$ cat src/rtl/char_buf_ram.sv
`default_nettype none
// ============================================================================
// Module  : char_buf_ram
// Purpose : Writable COLS x ROWS character buffer, self-filled from TEXT,
//           with registered read port for the character renderer.
// Revision: 1.0 - initial release
// ============================================================================
module char_buf_ram #(
    parameter int         COLS      = 16,
    parameter int         ROWS      = 16,
    parameter             TEXT      = "Basic text",
    parameter int         TEXT_LEN  = 10,
    parameter logic [6:0] FILL_CHAR = 7'h20,
    parameter int         X_W       = (COLS > 1) ? $clog2(COLS) : 1,
    parameter int         Y_W       = (ROWS > 1) ? $clog2(ROWS) : 1
) (
    input  logic           clk,
    input  logic           rst_n,
    input  logic [X_W-1:0] rd_x,
    input  logic [Y_W-1:0] rd_y,
    output logic [6:0]     char_code,
    input  logic           wr_valid,
    output logic           wr_ready,
    input  logic [X_W-1:0] wr_x,
    input  logic [Y_W-1:0] wr_y,
    input  logic [6:0]     wr_char,
    input  logic           clr_req,
    input  logic           reload_req,
    output logic           busy,
    output logic           wr_err
);

    localparam int c_N          = COLS * ROWS;
    localparam int c_IDX_W      = X_W + Y_W + 1;
    localparam int c_ADDR_W     = (c_N > 1) ? $clog2(c_N) : 1;
    localparam int c_TEXT_BYTES = $bits(TEXT) / 8;

    localparam logic [c_IDX_W-1:0] c_COLS = c_IDX_W'(COLS);
    localparam logic [c_IDX_W-1:0] c_ROWS = c_IDX_W'(ROWS);
    localparam logic [c_IDX_W-1:0] c_NUM  = c_IDX_W'(c_N);
    localparam logic [c_IDX_W-1:0] c_LAST = c_IDX_W'(c_N - 1);

    typedef enum logic [1:0] {
        ST_INIT  = 2'd0,
        ST_IDLE  = 2'd1,
        ST_CLEAR = 2'd2
    } state_t;

    state_t              r_state;
    state_t              w_next_state;
    logic [c_IDX_W-1:0]  r_cnt;
    logic [c_IDX_W-1:0]  w_next_cnt;
    logic [6:0]          r_mem [0:c_N-1];

    logic                w_mem_we;
    logic [c_ADDR_W-1:0] w_mem_addr;
    logic [6:0]          w_mem_data;
    logic                w_err_next;

    logic [c_IDX_W-1:0]  w_rd_idx;
    logic [c_IDX_W-1:0]  w_wr_idx;
    logic                w_rd_ok;
    logic                w_wr_ok;

    // Leftmost TEXT character is cell 0; cells past TEXT_LEN take FILL_CHAR.
    function automatic logic [6:0] f_text_char(input logic [c_IDX_W-1:0] i);
        logic [6:0] ch;
        ch = FILL_CHAR;
        for (int k = 0; k < TEXT_LEN; k++) begin
            if (i == c_IDX_W'(k)) begin
                ch = TEXT[8*(c_TEXT_BYTES-1-k) +: 7];
            end
        end
        return ch;
    endfunction

    assign w_rd_idx = c_IDX_W'(rd_y) * c_COLS + c_IDX_W'(rd_x);
    assign w_wr_idx = c_IDX_W'(wr_y) * c_COLS + c_IDX_W'(wr_x);
    assign w_rd_ok  = (c_IDX_W'(rd_x) < c_COLS) && (c_IDX_W'(rd_y) < c_ROWS) && (w_rd_idx < c_NUM);
    assign w_wr_ok  = (c_IDX_W'(wr_x) < c_COLS) && (c_IDX_W'(wr_y) < c_ROWS) && (w_wr_idx < c_NUM);

    assign busy     = (r_state != ST_IDLE);
    assign wr_ready = (r_state == ST_IDLE) && !clr_req && !reload_req;

    always_comb begin
        w_next_state = r_state;
        w_next_cnt   = r_cnt;
        w_mem_we     = 1'b0;
        w_mem_addr   = r_cnt[c_ADDR_W-1:0];
        w_mem_data   = FILL_CHAR;
        w_err_next   = 1'b0;
        case (r_state)
            ST_INIT, ST_CLEAR: begin
                w_mem_we   = 1'b1;
                w_mem_data = (r_state == ST_INIT) ? f_text_char(r_cnt) : FILL_CHAR;
                if (r_cnt == c_LAST) begin
                    w_next_state = ST_IDLE;
                    w_next_cnt   = '0;
                end else begin
                    w_next_cnt   = r_cnt + c_IDX_W'(1);
                end
            end
            ST_IDLE: begin
                // Reload takes priority over clear when both arrive together.
                if (reload_req) begin
                    w_next_state = ST_INIT;
                    w_next_cnt   = '0;
                end else if (clr_req) begin
                    w_next_state = ST_CLEAR;
                    w_next_cnt   = '0;
                end else if (wr_valid) begin
                    if (w_wr_ok) begin
                        w_mem_we   = 1'b1;
                        w_mem_addr = w_wr_idx[c_ADDR_W-1:0];
                        w_mem_data = wr_char;
                    end else begin
                        w_err_next = 1'b1;
                    end
                end
            end
            default: begin
                w_next_state = ST_INIT;
                w_next_cnt   = '0;
            end
        endcase
    end

    always_ff @(posedge clk) begin
        if (!rst_n) begin
            r_state   <= ST_INIT;
            r_cnt     <= '0;
            char_code <= 7'h00;
            wr_err    <= 1'b0;
        end else begin
            r_state   <= w_next_state;
            r_cnt     <= w_next_cnt;
            wr_err    <= w_err_next;
            char_code <= w_rd_ok ? r_mem[w_rd_idx[c_ADDR_W-1:0]] : FILL_CHAR;
        end
    end

    // Memory has no reset; the INIT pass after reset rewrites every cell.
    always_ff @(posedge clk) begin
        if (rst_n && w_mem_we) begin
            r_mem[w_mem_addr] <= w_mem_data;
        end
    end

endmodule
`default_nettype wire

$ cat config.mk
export PLATFORM = sky130hd
export DESIGN_NAME = char_buf_ram
export DESIGN_NICKNAME = d
export VERILOG_FILES = /design/src/rtl/char_buf_ram.sv
export SDC_FILE = /design/constraint.sdc
export NUM_CORES = 2
export LEC_CHECK = 0
export ABC_CLOCK_PERIOD_IN_PS = 13560
export BUFFER_PORTS_ARGS = -buffer_cell sky130_fd_sc_hd__buf_2
export CORE_UTILIZATION = 45
export DETAILED_ROUTE_END_ITERATION = 7
export GPL_TIMING_DRIVEN = 1
export HOLD_SLACK_MARGIN = 0.1
export PLACE_DENSITY = 0.67
export SLEW_MARGIN = 15
export SYNTH_ARGS = -nofsm -noshare
export SYNTH_HDL_FRONTEND = slang
export SYNTH_SLANG_ARGS = --single-unit
$ cat constraint.sdc
create_clock -name clk -period 13.56 [get_ports clk]
set_clock_uncertainty 0.15 [all_clocks]
set_input_delay 0.678 -clock clk [delete_from_list [all_inputs] [get_ports clk]]
set_output_delay 0.678 -clock clk [all_outputs]
set_load 0.005 [all_outputs]
* Word-level counts from Yosys, hierarchy flattened
Memories as Yosys holds them, arrays and structs flattened. Index checks and enable logic that the tools add are counted.
Cells by class: eq/ne operators 15, multiplexer cells 38, $add $sub $neg 3, reductions and logical operators 11, bitwise operators 3, $lt $le $gt $ge 2
Operators with widths (number):
- $mux W7 | 15
- $mux W8 | 5
- $eq A9 B3 Y1 const B | 4
- $mux W9 | 3
- $add A8 B4 Y9 | 2
- $eq A9 B2 Y1 const B | 2
- $eq A9 B4 Y1 const B | 2
- $lt A9 B9 Y1 const B | 2
- $pmux W9 S2 | 1
- $pmux W7 S2 | 1
- $add A9 B1 Y9 const B | 1
- $eq A9 B1 Y1 const B | 1
- $eq A9 B8 Y1 const B | 1
- $logic_not A9 Y1 | 1
- $mux W1 | 7
- $mux W2 | 3
- $mux W6 | 1
- $reduce_or A5 Y1 | 1
- $pmux W2 S2 | 1
- $reduce_and A2 Y1 | 2
- $logic_and A1 B1 Y1 | 3
- $ne A3 B3 Y1 const B | 1
- $not A1 Y1 | 3
- $eq A2 B1 Y1 const B | 1
- 7 further kinds | 8
Word-level totals: flip-flop bits (word level) 19, RAM bits 1792, output and inout bits 10, bits of input ports 28, memories kept 1
Memory list:
- r_mem | words 256, bits a word 7, read ports 1, clocked after memory_dff 0, wr ports 1, line 53 | logic [6:0] r_mem [0:c_N-1];

* Longest topological paths before layout
depth after elaboration 13, mapped depth 12

* Worst setup path before layout
No wires, ideal clock.
kind reg2reg, start reg r_cnt[6], end mem r_mem[0][3], data pin, stages on the path, launching flop included 6, slack -0.330 ns, period minus slack after synthesis 13.890 ns, arrival time 11.509 ns, path buffers 1, cells stage by stage dfxtp_1 > clkbuf_1 > or4_1 > nor2_1 > nand2_1 > o31ai_1
On the way: cells in the longest elaborated chain, start to end 12
Ends and longest elaborated chain:
- start, declared | line 51 | logic [c_IDX_W-1:0] r_cnt;
- start signal, assigned | line 136 | r_cnt <= w_next_cnt;
- $eq A9 B1 Y1 | line 70 | if (i == c_IDX_W'(k)) begin
- $mux W7 (8 in a row) | line 70
- $mux W7 (*) | line 70
- $mux W7 (*) | line 95 | w_mem_data = (r_state == ST_INIT) ? f_text_char(r_cnt) : FILL_CHAR;
- $pmux W7 S2 (*) | line 92 | case (r_state)
- via w_mem_data[3] | line 57 | logic [6:0] w_mem_data;
- end, declared | line 53
The timed path passes the listed nets; every way through them passes the cells marked *.

* Worst setup path in the final report
start reg r_state[0], end mem r_mem[244][6], data pin
On the way: cells in the longest elaborated chain, start to end 3
Ends and longest elaborated chain:
- start, declared | line 49 | state_t r_state;
- start signal, assigned | line 135 | r_state <= w_next_state;
- $eq A2 B2 Y1 or $logic_not A2 Y1 (tied branches) | line 92, 95
- $reduce_or A2 Y1 or $mux W7 (tied branches) | line 92, 95
- $pmux W7 S2 (*) | line 92
- via w_mem_data[6] | line 57
Marked as above.

==> reports/results.ini <==
[setup_path]
critical_path_required_ns=13.88
max_stage_delay_ns=0.84
path_max_fanout=85
cp_common_cell=buf_4
end_kind=flop
crit_path_start_kind=flop
r2r_cells=9
ff2ff_setup_slack_ns=8.36
path_class=flop to flop
crit_chain=nand2b_1, or3_4, clkinv_2, and2_1, nand2_1, o21ai_4, buf_4, buf_4, buf_4
worst_path_max_delay_cell=buf_4
cp.arrival_ns=5.53

[cts]
cts_tree=done
worstSkewPairLatency_ns=0.82
cts-root-buf=clkbuf_16
clock_path_buffers=3
cts.sinks=1810
cts_buffers=177
cts_resized=0
clk_pin_slew_ns=0.06
h-tree-depth=4

[sta]
max_freq_ghz=0.192
slew_viol_final=0
setup-violations-final=0
finalHoldViolations=0
setup_tns_ns=0
final.period_utilization_pct=38.4
min_period_ns=5.20
relSlewSlack_pct=14.5
rsz0062_at_grt=false
tightestPinTransition_ns=1.28

[routing]
ant_nets=0
avgViaCountPerCell=6.25
dr.pass1.iters=5
vias=37406
finalWirelength_mm=186
drt_iter0_drc=4769
wl_per_cell_um=31.1
route.detailed.drc=0

[die]
core_area_um2=158000
start_util_pct=45.4
placementRows=146
die-area_um2=161000
die_y_um=402
die_width_um=402
ios=38

[hold_path]
min_path_type=primary input to flop
whs_path_depth=4

[yosys]
yosys.area.top_type=edfxtp_1
synth-simple-area-share_pct=4.17
yosysMostFrequentCell=edfxtp_1
synth_cell_types=75
synthTopCellsByArea=edfxtp_1 (75%), mux4_2 (9.2%), mux2i_1 (3.9%)
synth_xor_area_share_pct=0.0488
syn-num-nets=3744
synth-compound-area-share_pct=3.85
syn_area_um2=71900
muxShareOfSynthArea_pct=14.1
ys.flop_type=edfxtp_1
synth-edff-count=1792
yosys_warnings=0
syn_area_per_cell_um2=19.4
seq_area_frac_synth_pct=75.4
synth_commonest_cells=edfxtp_1 (1,792), nor2_1 (335), mux4_2 (295)
synthAdderAreaFrac_pct=0.0697
syn_inst=3712
synth_top_area_share_pct=74.9
synth_top_family_by_area=multiplexers
ys_seq_elements=1810
async_reset_ff_share_pct=0

[pwr]
finalPower_w=0.0118
p_leak_nw=24.8
power.density_nw_per_um2=149
irDropWorstVdd_mv=0.149

[layout]
area.sequential_um2=54200
fillCellCount=12397
multi_input_area_um2=16100
fin_cells=5982
area_growth_pct=10.3
final_nets=3799
drive_gt1_share_pct=17.9

[place]
gp_congestion=0.867
dp_cells=5658
place_hpwl_mm=111
io_buffers=36

[global_routing]
gr-usage-all-layers_pct=22.9
antenna_found_initial=2
grt_max_degree=217
grt_first_pass_wirelength_mm=266
overflow=0
first_global_vias=36300

[status]
outcome=completed

[run]
drv_cap=0

cells by family after synthesis:
| group | Yosys count |
|---|---|
| mux | 603 |
| buf+inv | 230 |
| xor+xnor | 4 |
| flops | 1810 |
| other cells | 1 |
| fa+ha+maj | 4 |
| compound gates | 401 |
| simple gates | 659 |
repair_timing:
action	in CTS	in global routing
endpoints found under the hold margin	2	0
setup buffers	0	0
hold buffers	1	0
layout by cell type, fill, tap and decap left out, types with 7 or more instances in the layout:
cell	netlist	routed
or3_1	14	7
nand3_1	34	34
clkinv_1	1	42
nor2_1	335	331
or3_2	0	7
dfxtp_1	18	18
a211oi_1	40	40
nand2_1	121	120
or4_1	8	8
or2_2	16	16
o21ai_0	49	46
o31ai_1	8	7
a21oi_1	63	63
clkinv_2	1	37
edfxtp_1	1792	1792
nand4_1	10	10
buf_12	7	7
nor4_1	19	19
or3_4	10	10
nor3_1	44	44
a22oi_1	34	34
mux4_2	295	295
a31oi_1	21	20
mux4_1	24	24
o221ai_1	64	64
o22ai_1	78	78
clkbuf_1	60	31
bufinv_16	0	13
clkbuf_16	0	182
buf_4	16	53
mux2i_1	282	282
nand3b_1	12	12
and2_1	9	9
buf_2	60	32
a2111oi_0	8	8
report_power, final:
group	internal, W	switching [W]	total [W]
Clock	0.00272	0.00208	0.00480
Sequential	0.00631	0.0000112	0.00632
Combinational	0.000178	0.000522	0.000700
Total	0.00921	0.00261	0.0118
area by class of cell:
| class | instances | share of cell area (%) |
|---|---|---|
| clock buffers | 216 | 5.94 |
| diodes | 1 | 0.00316 |
| inverters | 10 | 0.0521 |
| multi-input cells | 1672 | 20.3 |
| repair buffers | 96 | 0.966 |
| well taps | 2072 | 3.27 |
| clock inverters | 105 | 1.13 |
| flip-flops and latches | 1810 | 68.3 |
registers in the layout, summed over array words and instances (netlist names):
signal and cells:
r_mem 1792, r_state 2, char_code 7, r_cnt 9
critical path, delay by kind of cell, from the launching register on:
family | cells | cell delay, ns
AO/OA/AOI/OAI | 1 | 0.37
buffers and inverters | 4 | 2.37
flip-flops | 1 | 0.58
AND/OR/NAND/NOR | 4 | 1.26
stage by stage:
stage	util, %	area (um2)	setup WS (ns)	hold slack, ns
after CTS	50.0	79300	8.38	0.110
final	50.1	79300	8.36	0.168
after global placement	46.5	73600	8.33	0.304
after detailed placement	46.5	73600	8.18	0.308
after global routing	50.1	79300	8.03	0.195
after floorplan	-	71900	0.152	0.289
path summary, 6_finish.rpt:
path | from | end
worst max-delay path | r_state[0] | r_mem[244][6]
worst min register to register | r_cnt[8] | r_cnt[8]
worst max register to register | r_state[0] | r_mem[244][6]
worst min-delay path | reload_req | r_cnt[0]
routing by layer:
layer,global-route usage [%],share of wire (%),wire (um),vias to the layer above
li1,-,-,-,15387
met1,32.9,40,75300,19649
met2,35.2,47,86700,2052
met3,4.48,9.5,17600,318
met4,7.81,3.4,6330,0
met5,0,0,0,-
No activity file was read; power rests on OpenSTA's default activity.
